## config.mk

```make
export PLATFORM = sky130hd
export DESIGN_NAME = pcm_frame_packer
export DESIGN_NICKNAME = d
export VERILOG_FILES = /design/src/rtl/frame_pkg.sv /design/src/rtl/frame_fifo.sv /design/src/rtl/pcm_frame_packer.sv
export SDC_FILE = /design/constraint.sdc
export NUM_CORES = 1
export LEC_CHECK = 0
export ABC_AREA = 1
export CORE_MARGIN = 4
export CORE_UTILIZATION = 58
export CTS_CLUSTER_SIZE = 16
export DETAILED_ROUTE_END_ITERATION = 16
export DONT_BUFFER_PORTS = 1
export GPL_TIMING_DRIVEN = 0
export PLACE_DENSITY = 0.8
export SLEW_MARGIN = 0
export SYNTH_ARGS = -nofsm -noshare
export SYNTH_HDL_FRONTEND = slang
export SYNTH_SLANG_ARGS = --single-unit
```

## constraint.sdc

```tcl
create_clock -name CLKDIVH2 -period 4.65 [get_ports CLKDIVH2]
set_clock_uncertainty 0.1 [all_clocks]
set_input_delay 0.93 -clock CLKDIVH2 [delete_from_list [all_inputs] [get_ports CLKDIVH2]]
set_output_delay 0.93 -clock CLKDIVH2 [all_outputs]
set_load 0.05 [all_outputs]
```

## src/rtl/frame_pkg.sv

```systemverilog
// frame_pkg: shared definitions for the PCM frame packer.
//   WORD_W / SEQ_W  : serial word width and header sequence field width
//   SYNC_DEFAULT    : default header sync byte
//   state_e         : packer FSM states
//   hdr_pack()      : builds the header word {sync, seq}
package frame_pkg;

  localparam int WORD_W = 16;
  localparam int SEQ_W  = 8;
  localparam logic [7:0] SYNC_DEFAULT = 8'hA5;

  typedef enum logic [1:0] {
    IDLE  = 2'd0,
    HDR   = 2'd1,
    DATA  = 2'd2,
    CKSUM = 2'd3
  } state_e;

  function automatic logic [WORD_W-1:0] hdr_pack(input logic [7:0]       sync,
                                                 input logic [SEQ_W-1:0] seq);
    return {sync, seq};
  endfunction

endpackage

```

## src/rtl/frame_fifo.sv

```systemverilog
// frame_fifo: single-clock frame FIFO; one entry holds a whole frame
// ({seq, channel data}). The head entry is presented combinationally.
// A push and a pop in the same cycle are both honoured, including when full:
// the push lands in the slot the pop is vacating and the count stays at DEPTH.
// Ports:
//   CLKDIVH2, RST : clock, async active-high reset
//   push_i, din_i : write strobe / entry to write (caller guarantees !full || pop)
//   pop_i         : retire the head entry (caller guarantees !empty)
//   head_o        : current head entry
//   full_o, empty_o, count_o : occupancy
module frame_fifo #(
  parameter int W     = 40,
  parameter int DEPTH = 4
) (
  input  logic                       CLKDIVH2,
  input  logic                       RST,
  input  logic                       push_i,
  input  logic                       pop_i,
  input  logic [W-1:0]               din_i,
  output logic [W-1:0]               head_o,
  output logic                       full_o,
  output logic                       empty_o,
  output logic [$clog2(DEPTH):0]     count_o
);

  localparam int AW = $clog2(DEPTH);

  logic [W-1:0] mem_q [DEPTH];
  logic [AW:0]  wr_q, rd_q;

  // Pointers carry one extra wrap bit so full and empty are distinguishable.
  always_ff @(posedge CLKDIVH2 or posedge RST) begin
    if (RST) begin
      wr_q <= '0;
      rd_q <= '0;
    end else begin
      if (push_i) wr_q <= wr_q + 1'b1;
      if (pop_i)  rd_q <= rd_q + 1'b1;
    end
  end

  always_ff @(posedge CLKDIVH2) begin
    if (push_i) mem_q[wr_q[AW-1:0]] <= din_i;
  end

  assign count_o = wr_q - rd_q;
  assign full_o  = (count_o == (AW+1)'(DEPTH));
  assign empty_o = (wr_q == rd_q);
  assign head_o  = mem_q[rd_q[AW-1:0]];

endmodule

```

## src/rtl/pcm_frame_packer.sv

```systemverilog
// pcm_frame_packer: captures one multichannel PCM sample set per in_valid into
// a frame FIFO and streams each frame as 16-bit words over valid/ready:
// header {SYNC, seq}, then channel 0..NCH-1, then (FRAME_CKSUM_EN only) a
// 16-bit mod-2^16 sum of the header and channel words.
// Build option: define FRAME_CKSUM_EN to append the checksum word.
// Ports:
//   CLKDIVH2, RST       : clock, async active-high reset
//   in_valid, in_data   : one frame of NCH x 16-bit samples (channel k at [16k+15:16k])
//   out_ready           : downstream accepts the current word
//   out_valid, out_data : serial word stream
//   out_last            : final word of the frame
//   overflow, drop_cnt  : sticky drop flag, saturating dropped-frame count
//
// state | meaning
// IDLE  | nothing to send, waiting for a stored frame
// HDR   | presenting header {SYNC, seq} of the head frame
// DATA  | presenting channel idx of the head frame
// CKSUM | presenting the frame checksum (FRAME_CKSUM_EN only)
module pcm_frame_packer
  import frame_pkg::*;
#(
  parameter int         NCH   = 2,
  parameter int         DEPTH = 4,
  parameter logic [7:0] SYNC  = SYNC_DEFAULT
) (
  input  logic                    CLKDIVH2,
  input  logic                    RST,
  input  logic                    in_valid,
  input  logic [NCH*WORD_W-1:0]   in_data,
  input  logic                    out_ready,
  output logic                    out_valid,
  output logic [WORD_W-1:0]       out_data,
  output logic                    out_last,
  output logic                    overflow,
  output logic [7:0]              drop_cnt
);

  localparam int IDX_W = $clog2(NCH) + 1;
  localparam int FW    = NCH*WORD_W + SEQ_W;
  localparam int CNT_W = $clog2(DEPTH) + 1;
  localparam logic [IDX_W-1:0] LAST_IDX = IDX_W'(NCH-1);

  state_e            state_q, state_d;
  logic [IDX_W-1:0]  idx_q, idx_d;
  logic [SEQ_W-1:0]  seq_q;
  logic              overflow_q;
  logic [7:0]        drop_q;

  logic              fifo_full, fifo_empty;
  logic [CNT_W-1:0]  fifo_count;
  logic [FW-1:0]     fifo_head;
  logic              push, pop, xfer, frame_remains;

  logic [WORD_W-1:0] ch_word [NCH];
  logic [WORD_W-1:0] cur_word, hdr_word;

  frame_fifo #(.W(FW), .DEPTH(DEPTH)) u_fifo (
    .CLKDIVH2 (CLKDIVH2),
    .RST      (RST),
    .push_i   (push),
    .pop_i    (pop),
    .din_i    ({seq_q, in_data}),
    .head_o   (fifo_head),
    .full_o   (fifo_full),
    .empty_o  (fifo_empty),
    .count_o  (fifo_count)
  );

  for (genvar k = 0; k < NCH; k++) begin : g_ch
    assign ch_word[k] = fifo_head[k*WORD_W +: WORD_W];
  end

  assign hdr_word = hdr_pack(SYNC, fifo_head[FW-1 -: SEQ_W]);

  always_comb begin
    cur_word = '0;
    for (int k = 0; k < NCH; k++) begin
      if (idx_q == IDX_W'(k)) cur_word = ch_word[k];
    end
  end

`ifdef FRAME_CKSUM_EN
  logic [WORD_W-1:0] cksum_word;

  always_comb begin
    cksum_word = hdr_word;
    for (int k = 0; k < NCH; k++) cksum_word = cksum_word + ch_word[k];
  end
`endif

  // Outputs depend on state and the stable head entry only, so they hold
  // while stalled and a mid-frame write cannot disturb the frame in flight.
  always_comb begin
    out_valid = 1'b0;
    out_data  = '0;
    out_last  = 1'b0;
    case (state_q)
      HDR: begin
        out_valid = 1'b1;
        out_data  = hdr_word;
      end
      DATA: begin
        out_valid = 1'b1;
        out_data  = cur_word;
`ifndef FRAME_CKSUM_EN
        out_last  = (idx_q == LAST_IDX);
`endif
      end
`ifdef FRAME_CKSUM_EN
      CKSUM: begin
        out_valid = 1'b1;
        out_data  = cksum_word;
        out_last  = 1'b1;
      end
`endif
      default: ;
    endcase
  end

  assign xfer = out_valid && out_ready;
  assign pop  = xfer && out_last;
  // A pop frees a slot in the same cycle, so a write at full still lands.
  assign push = in_valid && (!fifo_full || pop);
  // Only meaningful on the pop cycle: is anything left for a bubble-free HDR?
  assign frame_remains = push || (fifo_count > CNT_W'(1));

  always_comb begin
    state_d = state_q;
    idx_d   = idx_q;
    case (state_q)
      IDLE: if (!fifo_empty) state_d = HDR;
      HDR: begin
        if (xfer) begin
          state_d = DATA;
          idx_d   = '0;
        end
      end
      DATA: begin
        if (xfer) begin
          if (idx_q == LAST_IDX) begin
`ifdef FRAME_CKSUM_EN
            state_d = CKSUM;
`else
            state_d = frame_remains ? HDR : IDLE;
`endif
          end else begin
            idx_d = idx_q + 1'b1;
          end
        end
      end
`ifdef FRAME_CKSUM_EN
      CKSUM: if (xfer) state_d = frame_remains ? HDR : IDLE;
`endif
      default: state_d = IDLE;
    endcase
  end

  always_ff @(posedge CLKDIVH2 or posedge RST) begin
    if (RST) begin
      state_q    <= IDLE;
      idx_q      <= '0;
      seq_q      <= '0;
      overflow_q <= 1'b0;
      drop_q     <= '0;
    end else begin
      state_q <= state_d;
      idx_q   <= idx_d;
      // seq advances on dropped frames too, exposing gaps to the host.
      if (in_valid) seq_q <= seq_q + 1'b1;
      if (in_valid && !push) begin
        overflow_q <= 1'b1;
        if (drop_q != 8'hFF) drop_q <= drop_q + 8'd1;
      end
    end
  end

  assign overflow = overflow_q;
  assign drop_cnt = drop_q;

endmodule

```

==> metrics.sh <==
LAYOUT.NETS=865
TIMING.SETUP.CRITICAL_PATH_CLASS='register to output pin'
SYNTH_EDF_COUNT=160
FINAL_LAYOUT_SIZE_SUFFIX_GT1_FRAC=0.0958
WL_UM=17200
ANTENNA_FOUND_INITIAL=0
RSZ0062_AT_GRT='no'
FINALHOLDVIOLCOUNT=0
NUM_ANTENNA_CELLS=0
FINAL_COMMON_CELL='nand2_1'
CLKTRANSATPATHREGS_NS=0.07
FLOORPLAN.DIE_AREA_UM2=16200
PLACE_WS_NS=1.04
LAYOUT_MIN_CYCLE_TIME_NS=4.07
NUMCTSBUFFERS=17
HPWLAFTERDP_UM=11100
INITIAL_CORE_UTIL=0.594
CRIT-REG2REG-CAPTURE='u_fifo.mem_q[2][26]$_DFFE_PP_'
POSTSYNTHREGISTERBITS=187
SYNTHARSTFLOPSHARE=0.144
DRC=0
DETAILED_ROUTE_VIAS_PER_INSTANCE=5.41
WORST_SLEW_PIN_TRAN_NS=1.10
SYN-CELL-AREA_UM2=8270
GLOBAL_ROUTE.OVERFLOW_TOTAL=0
GP_CONGESTION=0.838
RUN_STATUS='complete, no violations'
CP_DATA_ARRIVAL_TIME_NS=3.04
TOTAL_LEAKAGE_POWER_nW=3.94
DRT_PASS1_ITERATIONS=5
R2R_START='state_q[0]$_DFFE_PP0P_'
WORST_IR_DROP_VDD_uV=533
GROUTE.USAGE.OVERALL=0.221
HEADROOM_TO_THE_MAX_SLEW_LIMIT=0.267
SETUP_SLACK_NS=0.582
POSTSYNTHAREAPERCELL_UM2=10.5
POST_SYNTHESIS_NET_COUNT=842
WL_PER_CELL_UM=17.1
STARTPOINT_TYPE='register'
CTS-RESIZED-GATES=0
DIE_HEIGHT_UM=127
FIN_SETUP_TNS_NS=0
YS_SEQ_AREA_FRAC=0.663
YS.WARNINGS.COUNT=0
HOLD_PATH_CELLS=0
CRIT_FANOUT=10
SYNTHTOLAYOUTAREAGROWTH_PCT=11.3
MOST-COMMON-LAYOUT-CELLS='288 x nand2_1, 160 x edfxtp_1, 89 x nand3_1'
CTS_HOLD_BUFFERS=0
HP-CLASS='register to register'
SETUP.REG_TO_REG.WORST_SLACK_NS=1.34
CHIPWIDTH_UM=127
INSERTION_DELAY_NS=0.43
CTSLONGESTPATHBUFFERS=2
CRITICAL_PATH.CELL_CHAIN='inv_1 -> ha_1 -> nand2_2 -> clkinv_2 -> buf_2 -> nand3_1 -> a21oi_1'
TIMING.FINAL.MAX_SLEW_VIOLATIONS=0
FIN_HOLD_WS_NS=0.448
YS_DOMINANT_REG_CELL='edfxtp_1'
DRT_FIRST_ITER_VIOLATIONS=579
VIA_COUNT=5435
CORE-AREA_UM2=13900
PORT-BUFFER-COUNT=0
P_PER_AREA_nW_PER_UM2=693
CTS_ROOT_BUFFER_TYPE='clkbuf_16'
CORE.ROWCOUNT=43
DRTANTENNAVIOLNETS=0
DRV.MAX_CAP_VIOLATION_COUNT=0
HP-START='seq_q[6]$_DFFE_PP0P_'
REPORT.FINAL.SETUP_VIOL=0
WORST_PATH_LARGEST_CELL_DELAY_NS=0.89
MAXIMUM_NUMBER_OF_PINS_ON_ONE_NET_BEFORE_GLOBAL_ROUTE_REPAIR=29
SYNTH.DISTINCT_CELLS=31
DESIGN.PORTCOUNT=63
PERIOD_UTILIZATION=0.875
WORST-ENDPOINT-REQUIRED_NS=3.62
CTS_TREE='done'
CP_SLOWEST_CELL='a21oi_1'
WHS_ENDPOINT='u_fifo.mem_q[3][38]$_DFFE_PP_'
NUMCLOCKSINKS=187
MAX_CLOCK_FREQ_GHz=0.246
POST_CTS.REPAIR.SETUP_BUFFERS=0
TIMING.CRITICAL_PATH.TO_TYPE='output pin'
GRT_PASS1_VIAS=5163
SYNTHCELLS=789
CTS_HTREE_LEVELS=4
GLOBAL_ROUTE_WIRE_LENGTH_BEFORE_REPAIR_UM=27000
WORST_R2R_PATH_DEPTH=9
==> critical path, delay by kind of cell (launching register included) <==
| kind | cells | cell delay (ns) |
|---|---|---|
| AOI/OAI and AO/OA | 1 | 0.89 |
| buffers and inverters | 3 | 0.72 |
| and+or+nand+nor | 2 | 0.27 |
| DFF | 1 | 0.43 |
| adders and majority gates | 1 | 0.29 |
==> cell usage after synthesis (6+ instances only) <==
| cell | number | share of area |
|---|---|---|
| dfrtp_1 | 27 | 0.082 |
| ha_1 | 16 | 0.024 |
| o21ai_1 | 9 | 0.0054 |
| buf_2 | 18 | 0.011 |
| nand3_1 | 89 | 0.054 |
| nor2_1 | 35 | 0.016 |
| nand2_1 | 288 | 0.13 |
| o21ai_0 | 7 | 0.0042 |
| xor2_1 | 12 | 0.013 |
| buf_4 | 6 | 0.0054 |
| edfxtp_1 | 160 | 0.58 |
| inv_1 | 78 | 0.035 |
==> where the power goes <==
group          leakage, nW  switching (mW)  internal [mW]
Clock                0.288           0.609          0.849
Sequential            1.80           0.220           2.31
Combinational         1.86            1.74          0.657
Total                 3.94            2.56           3.82
==> flip-flops by register name (all words and copies together), names as in the netlist <==
register,cells
idx_q,2
u_fifo.mem_q,160
state_q,2
drop_cnt,8
overflow,1
seq_q,8
u_fifo.wr_q,3
u_fifo.rd_q,3
==> worst max-delay path by stage <==
stage | start | end | slack (ns) | depth (start not counted)
6_report | state_q[0]$_DFFE_PP0P_ | out_data[9] | 0.58 | 7
5_1_grt | state_q[0]$_DFFE_PP0P_ | out_data[9] | 0.43 | 7
4_1_cts | state_q[0]$_DFFE_PP0P_ | out_data[9] | 0.56 | 7
3_5_place_dp | state_q[0]$_DFFE_PP0P_ | out_data[9] | 1.04 | 7
3_3_place_gp | state_q[0]$_DFFE_PP0P_ | u_fifo.mem_q[3][19]$_DFFE_PP_ | -0.96 | 8
2_1_floorplan | state_q[0]$_DFFE_PP0P_ | u_fifo.mem_q[0][0]$_DFFE_PP_ | 0.66 | 8
==> metrics by stage <==
step                      utilization  total power [mW]  instances  instance area [um2]
after floorplan                     -              4.28        789                 8270
after global placement          0.610              4.83        969                 8500
after detailed placement        0.618              4.93        973                 8610
after CTS                       0.661              6.39       1005                 9210
after global routing            0.661              6.77       1005                 9210
final                           0.661              6.38       1005                 9210
==> per-layer routing <==
| metal | routed length [um] | vias up | GRT usage |
|---|---|---|---|
| met3 | 1880 | 37 | 0.0681 |
| met2 | 8160 | 272 | 0.345 |
| met1 | 6790 | 2512 | 0.295 |
| met4 | 393 | 0 | 0.0845 |
| li1 | - | 2614 | - |
| met5 | 0 | - | 0 |
==> cells by family after synthesis <==
kind of cell | share of synthesized area
xor+xnor | 0.0169
fa+ha+maj | 0.0266
flops | 0.663
simple gates | 0.220
buf+inv | 0.0610
compound gates | 0.0127
==> cell type report <==
cell class              count  area, um2
fillers                  1004       4730
repair buffers              4       80.1
plain buffers              32        188
well taps                 180        225
clock buffers              19        433
clock inverters            13        168
inverters                  84        317
multi-input cells         486       2320
flip-flops and latches    187       5480
No activity file was read; power rests on OpenSTA's default activity.
